File: config.mk
export PLATFORM = sky130hd
export DESIGN_NAME = seven_seg_scan_driver
export DESIGN_NICKNAME = d
export VERILOG_FILES = /design/src/rtl/seven_seg_pkg.sv /design/src/rtl/bcd_to_seg.sv /design/src/rtl/seven_seg_scan_driver.sv
export SDC_FILE = /design/constraint.sdc
export NUM_CORES = 1
export LEC_CHECK = 0
export CELL_PAD_IN_SITES_DETAIL_PLACEMENT = 0
export CELL_PAD_IN_SITES_GLOBAL_PLACEMENT = 1
export CORE_UTILIZATION = 43
export CTS_BUF_LIST = sky130_fd_sc_hd__clkbuf_8
export DETAILED_ROUTE_END_ITERATION = 12
export GPL_TIMING_DRIVEN = 0
export PLACE_DENSITY = 0.81
export SYNTH_ARGS = -nofsm -noshare
export SYNTH_HDL_FRONTEND = slang
export SYNTH_SLANG_ARGS = --single-unit
File: constraint.sdc
create_clock -name clk -period 2.44 [get_ports clk]
set_clock_uncertainty 0.1 [all_clocks]
set_input_delay 0.244 -clock clk [delete_from_list [all_inputs] [get_ports clk]]
set_output_delay 0.244 -clock clk [all_outputs]
set_load 0.02 [all_outputs]
File: src/rtl/seven_seg_pkg.sv
// Shared types and constants for the two-digit seven-segment scan driver:
// scan FSM state encoding, active-low segment constants and the BCD decode.
package seven_seg_pkg;

    typedef enum logic [1:0] {
        GAP_TO_ONES = 2'd0,
        SHOW_ONES   = 2'd1,
        GAP_TO_TENS = 2'd2,
        SHOW_TENS   = 2'd3
    } scan_state_t;

    localparam logic [6:0] SEG_BLANK = 7'h7F;
    localparam logic [6:0] SEG_DASH  = 7'h3F;

    localparam logic [1:0] AN_OFF  = 2'b11;
    localparam logic [1:0] AN_ONES = 2'b10;
    localparam logic [1:0] AN_TENS = 2'b01;

    // Active-low decode, seg[0]=a .. seg[6]=g; codes 10..15 are not BCD and show a dash.
    function automatic logic [6:0] seg_decode(input logic [3:0] digit);
        logic [6:0] pattern;
        case (digit)
            4'd0:    pattern = 7'b1000000;
            4'd1:    pattern = 7'b1111001;
            4'd2:    pattern = 7'b0100100;
            4'd3:    pattern = 7'b0110000;
            4'd4:    pattern = 7'b0011001;
            4'd5:    pattern = 7'b0010010;
            4'd6:    pattern = 7'b0000010;
            4'd7:    pattern = 7'b1111000;
            4'd8:    pattern = 7'b0000000;
            4'd9:    pattern = 7'b0010000;
            default: pattern = SEG_DASH;
        endcase
        return pattern;
    endfunction

endpackage

File: src/rtl/bcd_to_seg.sv
// Combinational 4-bit BCD to active-low seven-segment decoder.
module bcd_to_seg
    import seven_seg_pkg::*;
(
    input  logic [3:0] digit,
    output logic [6:0] seg
);

    // Table lookup through the shared decode function.
    always_comb begin
        seg = seg_decode(digit);
    end

endmodule

File: src/rtl/seven_seg_scan_driver.sv
// Two-digit common-anode scan driver: latches the BCD digits on load, then
// alternates ones/tens slots of REFRESH_DIV cycles, separated by GAP_CYCLES
// of all-dark to suppress ghosting. seg and an are registered pin drivers.
module seven_seg_scan_driver
    import seven_seg_pkg::*;
#(
    parameter int REFRESH_DIV = 100000,
    parameter int GAP_CYCLES  = 16
) (
    input  logic       clk,
    input  logic       rst,
    input  logic       load,
    input  logic [3:0] digit_ones,
    input  logic [3:0] digit_tens,
    input  logic       blank_lz,
    output logic [6:0] seg,
    output logic [1:0] an
);

    localparam int CNT_MAX = (REFRESH_DIV > GAP_CYCLES) ? REFRESH_DIV : GAP_CYCLES;
    localparam int CNT_W   = $clog2(CNT_MAX);

    localparam logic [CNT_W-1:0] GAP_LAST  = CNT_W'(GAP_CYCLES - 1);
    localparam logic [CNT_W-1:0] SHOW_LAST = CNT_W'(REFRESH_DIV - 1);

    logic [3:0]       ones_q;
    logic [3:0]       tens_q;
    scan_state_t      state_r;
    scan_state_t      state_nxt_s;
    logic [CNT_W-1:0] cnt_r;
    logic [CNT_W-1:0] cnt_nxt_s;
    logic [3:0]       dec_in_s;
    logic [6:0]       dec_seg_s;
    logic [6:0]       seg_nxt_s;
    logic [1:0]       an_nxt_s;
    logic [6:0]       seg_r;
    logic [1:0]       an_r;

    // Digit latches: both digits captured together so the pair stays coherent.
    always_ff @(posedge clk) begin
        if (rst) begin
            ones_q <= 4'd0;
            tens_q <= 4'd0;
        end else if (load) begin
            ones_q <= digit_ones;
            tens_q <= digit_tens;
        end else begin
            ones_q <= ones_q;
            tens_q <= tens_q;
        end
    end

    // Scan state and slot counter registers.
    always_ff @(posedge clk) begin
        if (rst) begin
            state_r <= GAP_TO_ONES;
            cnt_r   <= '0;
        end else begin
            state_r <= state_nxt_s;
            cnt_r   <= cnt_nxt_s;
        end
    end

    // Next-state: each slot ends on its last count; counter restarts on every change.
    always_comb begin
        state_nxt_s = state_r;
        cnt_nxt_s   = cnt_r + CNT_W'(1);
        case (state_r)
            GAP_TO_ONES: begin
                if (cnt_r == GAP_LAST) begin
                    state_nxt_s = SHOW_ONES;
                end else begin
                    state_nxt_s = GAP_TO_ONES;
                end
            end
            SHOW_ONES: begin
                if (cnt_r == SHOW_LAST) begin
                    state_nxt_s = GAP_TO_TENS;
                end else begin
                    state_nxt_s = SHOW_ONES;
                end
            end
            GAP_TO_TENS: begin
                if (cnt_r == GAP_LAST) begin
                    state_nxt_s = SHOW_TENS;
                end else begin
                    state_nxt_s = GAP_TO_TENS;
                end
            end
            SHOW_TENS: begin
                if (cnt_r == SHOW_LAST) begin
                    state_nxt_s = GAP_TO_ONES;
                end else begin
                    state_nxt_s = SHOW_TENS;
                end
            end
            default: begin
                state_nxt_s = GAP_TO_ONES;
            end
        endcase
        if (state_nxt_s != state_r) begin
            cnt_nxt_s = '0;
        end else begin
            cnt_nxt_s = cnt_r + CNT_W'(1);
        end
    end

    // Single shared decoder: feed it whichever digit the current slot shows.
    always_comb begin
        dec_in_s = ones_q;
        if (state_r == SHOW_TENS) begin
            dec_in_s = tens_q;
        end else begin
            dec_in_s = ones_q;
        end
    end

    bcd_to_seg u_bcd_to_seg (
        .digit (dec_in_s),
        .seg   (dec_seg_s)
    );

    // Pin values for the next cycle; blank_lz is used live, not latched.
    always_comb begin
        seg_nxt_s = SEG_BLANK;
        an_nxt_s  = AN_OFF;
        case (state_r)
            GAP_TO_ONES, GAP_TO_TENS: begin
                seg_nxt_s = SEG_BLANK;
                an_nxt_s  = AN_OFF;
            end
            SHOW_ONES: begin
                seg_nxt_s = dec_seg_s;
                an_nxt_s  = AN_ONES;
            end
            SHOW_TENS: begin
                an_nxt_s = AN_TENS;
                if (blank_lz && (tens_q == 4'd0)) begin
                    seg_nxt_s = SEG_BLANK;
                end else begin
                    seg_nxt_s = dec_seg_s;
                end
            end
            default: begin
                seg_nxt_s = SEG_BLANK;
                an_nxt_s  = AN_OFF;
            end
        endcase
    end

    // Output registers so the board pins never see decode glitches.
    always_ff @(posedge clk) begin
        if (rst) begin
            seg_r <= SEG_BLANK;
            an_r  <= AN_OFF;
        end else begin
            seg_r <= seg_nxt_s;
            an_r  <= an_nxt_s;
        end
    end

    assign seg = seg_r;
    assign an  = an_r;

endmodule

### After elaboration in Yosys (flattened, before gate mapping)

Memory sizes are Yosys's and may differ from the RTL's.
Index checks and enable logic that the tools add are counted.

* muxes and demuxes: 9
* reductions and logical operators: 5
* add/subtract/negate cells: 1
* eq/ne operators: 6

Operator list (count)
* case mux 7 bit (3 select lines): 1
* adder 17 x 1 -> 17 bit (second input constant): 1
* equality test 17 bit (second input constant): 1
* equality test 17 x 4 -> 1 bit (second input constant): 1
* case mux 2 bit (4 select lines): 1
* 2-to-1 mux 7 bit: 1
* case mux 2 bit (3 select lines): 1
* equality test 2 bit (second input constant): 2
* zero test 4 bit: 1
* 2-to-1 mux 2 bit: 2
* 2-to-1 mux 4 bit: 1
* OR reduction 2 bit: 2
* equality test 2 x 1 -> 1 bit (second input constant): 1
* zero test 2 bit: 1
* 2-to-1 mux 1 bit: 2
* != test 2 bit: 1
* logical AND 1 bit: 1

* bits of input ports: 12
* memory bits (read-only): 112
* memories kept: 1
* register bits after elaboration: 36
* word-level logic and storage cells: 28
* output and inout port bits: 9

Memory list
* (no name shown): words 16, bits a word 7, rd ports 1, clocked after memory_dff 0, wr ports 0, line seven_seg_pkg.sv:22 `case (digit)`

### Depth between registers and ports, before layout

Gate-level depths: netlist of the first run.

* depth in word-level cells: 5
* gate-level depth with buffers: 7

### By module

A second synthesis of the first run with hierarchy kept.

* cells, all modules: 183
* area total of the unflattened synthesis: 1750.4 um^2

By module, submodules not included
* seven_seg_scan_driver: sequential area each 720.7 um^2, instances 1, area an instance 1510.2 um^2, cells an instance 152
* bcd_to_seg: sequential area each 0.0 um^2, instances 1, area an instance 240.2 um^2, cells an instance 31

### Worst setup path before layout of the first run

OpenSTA, ideal clock, no wires.

* path kind: reg-to-reg
* start point: register cnt_r[8]
* end point: register cnt_r[16]
* period minus slack after synthesis: 1.748 ns
* path slack: 0.692 ns
* stages on the path, launching flop included: 5
* path buffers: 0
* arrival: 1.568 ns
* data required time: 2.260 ns
* cell sequence: dfxtp_1 nand3_2 or3_4 or4b_4 a211oi_2

* longest elaborated chain between the ends: 5

Ends and longest elaborated chain
* start, declared: line seven_seg_scan_driver.sv:30 `logic [CNT_W-1:0] cnt_r;`
* start signal, assigned: line seven_seg_scan_driver.sv:60 `cnt_r <= cnt_nxt_s;`
* equality test 17 bit or equality test 17 x 4 -> 1 bit (tied branches)
* 2-to-1 mux 2 bit (tied with other cells): line seven_seg_scan_driver.sv:91 `if (cnt_r == SHOW_LAST) begin`
* case mux 2 bit (4 select lines): line seven_seg_scan_driver.sv:68 `case (state_r)`
* != test 2 bit: line seven_seg_scan_driver.sv:101 `if (state_nxt_s != state_r) begin`
* OR reduction 2 bit (no line)

Parallel ways exist; a longest one is shown, timed or not.
A chain may end at the register's enable or synchronous reset.

### Worst setup path after layout of the first run

* start point: register state_r[0]
* end point: register seg_r[3], in the netlist seg[3]

* longest elaborated chain between the ends: 5

Ends and longest elaborated chain
* start, declared: line seven_seg_scan_driver.sv:28 `scan_state_t state_r;`
* start signal, assigned: line seven_seg_scan_driver.sv:59 `state_r <= state_nxt_s;`
* equality test 2 bit: line seven_seg_scan_driver.sv:111, seven_seg_scan_driver.sv:127
* 2-to-1 mux 4 bit: line seven_seg_scan_driver.sv:111 `if (state_r == SHOW_TENS) begin`
* memory (16 x 7 bit)
* 2-to-1 mux 7 bit: line seven_seg_scan_driver.sv:138 `if (blank_lz && (tens_q == 4'd0)) begin`
* case mux 7 bit (3 select lines) (*): line seven_seg_scan_driver.sv:127 `case (state_r)`
* end signal, assigned: line seven_seg_scan_driver.sv:157 `seg_r <= seg_nxt_s;`
* end, declared: line seven_seg_scan_driver.sv:36 `logic [6:0] seg_r;`

Mark *: on every way between the ends. The rest lies on a longest branch, timed or not.

==> flow_summary.toml, run 1 <==
[outcome]
status = "finished clean"

[cells_and_area]
syn_to_final_growth_pct = 19.5
nets = 230
n_antenna_cell = 0
layout-drive-gt1-share = 0.0853
postLayoutCellArea_um2 = 2010
fin_util = 0.540

[global_route]
grt_pass1_wl_um = 5780
antenna_found_initial = 0
grt_max_degree = 11
grt_use_total = 0.181
grt_pass1_vias = 1283
gr-total-overflow = 0

[placement]
post-dp-hpwl_um = 2490
place_area_um2 = 1930
routabilityCongestion = 0.797
io_buffers = 19

[timing]
fmax_ghz = 0.475
rsz0062_at_grt = "no"
maxSlewViolCount = 0
final.setup.tns_ps = 0
hold_violations = 0
tightestPinTransition_ps = 701
period_needed_ps = 2110
finalSetupViolations = 0
period_share = 0.863
maxSlewHeadroom = 0.521
holdWs_ps = 399

[synth]
syn_inst = 185
yosysWarnings = 0
synth_fp_nets = 204
syn_area_per_cell_um2 = 9.08
muxShareOfSynthArea = 0.0596
synth_xor_area_frac = 0.0678
synth_compound_area_frac = 0.105
synth_top_family_by_area = "simple AND/OR/NAND/NOR gates"
ys_seq_area_frac = 0.429
synth.distinct_cells = 35
synth-edff-count = 0
ys_seq_elements = 36
synth_area_um2 = 1680
synthSimpleGateAreaFrac = 0.254
synthAdderAreaFrac = 0.0522
synth-async-reset-ratio = 0
synth_top_flop_cell = "dfxtp_1"

[detailed_routing]
highest_layer = "met4"
viasPerCell = 5.43
ant_nets = 0
met3WireLength_um = 159
dr_wl_met2_um = 1500
drc = 0
wire_per_inst_um = 13.1
drtPass1Iterations = 4
finalWirelength_um = 3390
drt_iter0_markers = 59
dr_total_vias = 1406
met1Wirelength_um = 1710

[pwr]
irDropWorstVdd_mv = 0.338
p_leak_nw = 0.748
cellPowerDensity_nw_per_um2 = 535

[die]
io-pin-count = 21
core_um2 = 3720
die_h_um = 64.5
num_rows = 22
start_util = 0.452
die_area_um2 = 4160
die_w_um = 64.5

[setup_path]
critical_path_arrival_ps = 2160
path_class = "reg -> reg"
r2r_slack_ps = 330
crit_required_ps = 2500
startpoint_type = "flip-flop"
crit_fanout = 10
endpoint_kind = "flip-flop"

[cts]
cts_tree = "built"
clk_pin_slew_worst_paths_ps = 70
cts_made_buffers = 5
clkSinkCount = 36
cts_resized = 0
cts_setup_buffers = 0
clockBufferDepth = 2
holdBufCountCts = 0
clock_latency_ps = 280
cts.htree.levels = 2
clockRootBuffer = "clkbuf_8"

[min_path]
min_path_type = "in -> reg"

[flow_run]
cap_violations = 0
per-layer routing:
layer  up-vias  track usage
met3         2       0.0475
met2        37        0.276
met1       653        0.248
met4         0       0.0583
met5         -            0
li1        714            -
state kept, by name, indices dropped and copies added (netlist names):
| signal | flops |
|---|---|
| tens_q | 4 |
| cnt_r | 17 |
| an | 2 |
| ones_q | 4 |
| state_r | 2 |
| seg | 7 |
worst max-delay path, cell delays in order (launching register included):
cell and delay (ps):
dfxtp_1 340, clkbuf_1 310, nand2_1 180, a2111oi_0 690
o21a_1 260, o21ai_0 110
cell usage after synthesis (all sizes together), types with 7 or more instances:
master  number  area share
mux2i       10       0.060
nand2        8       0.018
and3         7       0.026
ha           7       0.052
nor2        13       0.029
o21ai        8       0.024
inv          7       0.016
dfxtp       36        0.43
a21oi        7       0.023
xnor2       10       0.052
nor3        19       0.057
nand3        8       0.027
worst paths after layout:
check | from | endpoint | cells past startpoint
worst max-delay path | state_r[0] | seg[3] | 5
worst min-delay path | load | ones_q[2] | 3
worst max register to register | state_r[0] | seg[3] | 5
worst min register to register | cnt_r[0] | cnt_r[0] | 1
cells by family (layout without fill, tap and decap cells):
group / after synthesis / in the layout
buf+inv: 14 / 40
simple gates: 78 / 78
fa+ha+maj: 7 / 7
xor+xnor: 13 / 13
compound gates: 27 / 27
flops: 36 / 36
mux: 10 / 10
cell usage in the layout, fill, tap and decap left out:
cell	count
dfxtp_1	36
nor3_1	19
clkdlybuf4s50_1	19
nor2_1	13
mux2i_1	10
xnor2_1	10
nand2_1	8
inv_1	8
o21ai_0	8
and3_1	7
nand3_1	7
ha_1	7
clkbuf_1	6
a21oi_1	6
nor4_1	6
or2_2	5
clkbuf_8	5
nand4_1	3
xor2_1	3
o21a_1	3
and4_1	2
or3_1	2
a21boi_0	2
a2111oi_0	2
o31ai_1	1
nand3_2	1
or3_4	1
or3_2	1
a21oi_2	1
a211oi_1	1
buf_2	1
o41ai_1	1
or4b_4	1
a211oi_2	1
nand2b_1	1
a31oi_1	1
nor3b_1	1
clkinv_2	1
layout make-up:
cell class	count	area (µm²)
timing repair buffer	19	190
tap	48	60.1
fill	347	1710
buffer	7	27.5
sequential	36	721
clock inverter	2	8.76
multi-input combinational	135	905
inverter	7	26.3
clock buffer	5	68.8
stage by stage:
step	total power, W	instances	setup slack, ps
global route	0.00113	259	138
CTS	0.00108	259	390
detailed placement	0.000704	252	409
global placement	0.000700	252	438
floorplan	0.000672	185	692
finish	0.00107	259	335
power by group:
| part | leakage, nW | switching (W) | internal, W | total [W] |
|---|---|---|---|---|
| combinational | 0.410 | 0.0000392 | 0.0000409 | 0.0000801 |
| clock | 0.0452 | 0.000192 | 0.000190 | 0.000382 |
| sequential | 0.293 | 0.0000112 | 0.000600 | 0.000611 |
Note: power is estimated with default switching activity, not from simulation.
==> run 2: changes to the inputs <==
==> constraint.sdc (replaced) <==
create_clock -name clk -period 2.4 [get_ports clk]
set_clock_uncertainty 0.1 [all_clocks]
set_input_delay 0.24 -clock clk [delete_from_list [all_inputs] [get_ports clk]]
set_output_delay 0.24 -clock clk [all_outputs]
set_load 0.02 [all_outputs]
==> results of run 2 <==
The final DEF is identical to that of run 1. Status: finished clean.
Among the figures that moved: setup slack after placement 409 ps -> 369 ps; setup slack after layout 335 ps -> 295 ps; hold slack 399 ps -> 395 ps; register-to-register setup slack 330 ps -> 290 ps; total power 0.00107 W -> 0.00109 W; worst IR drop on VDD 0.338 mV -> 0.344 mV
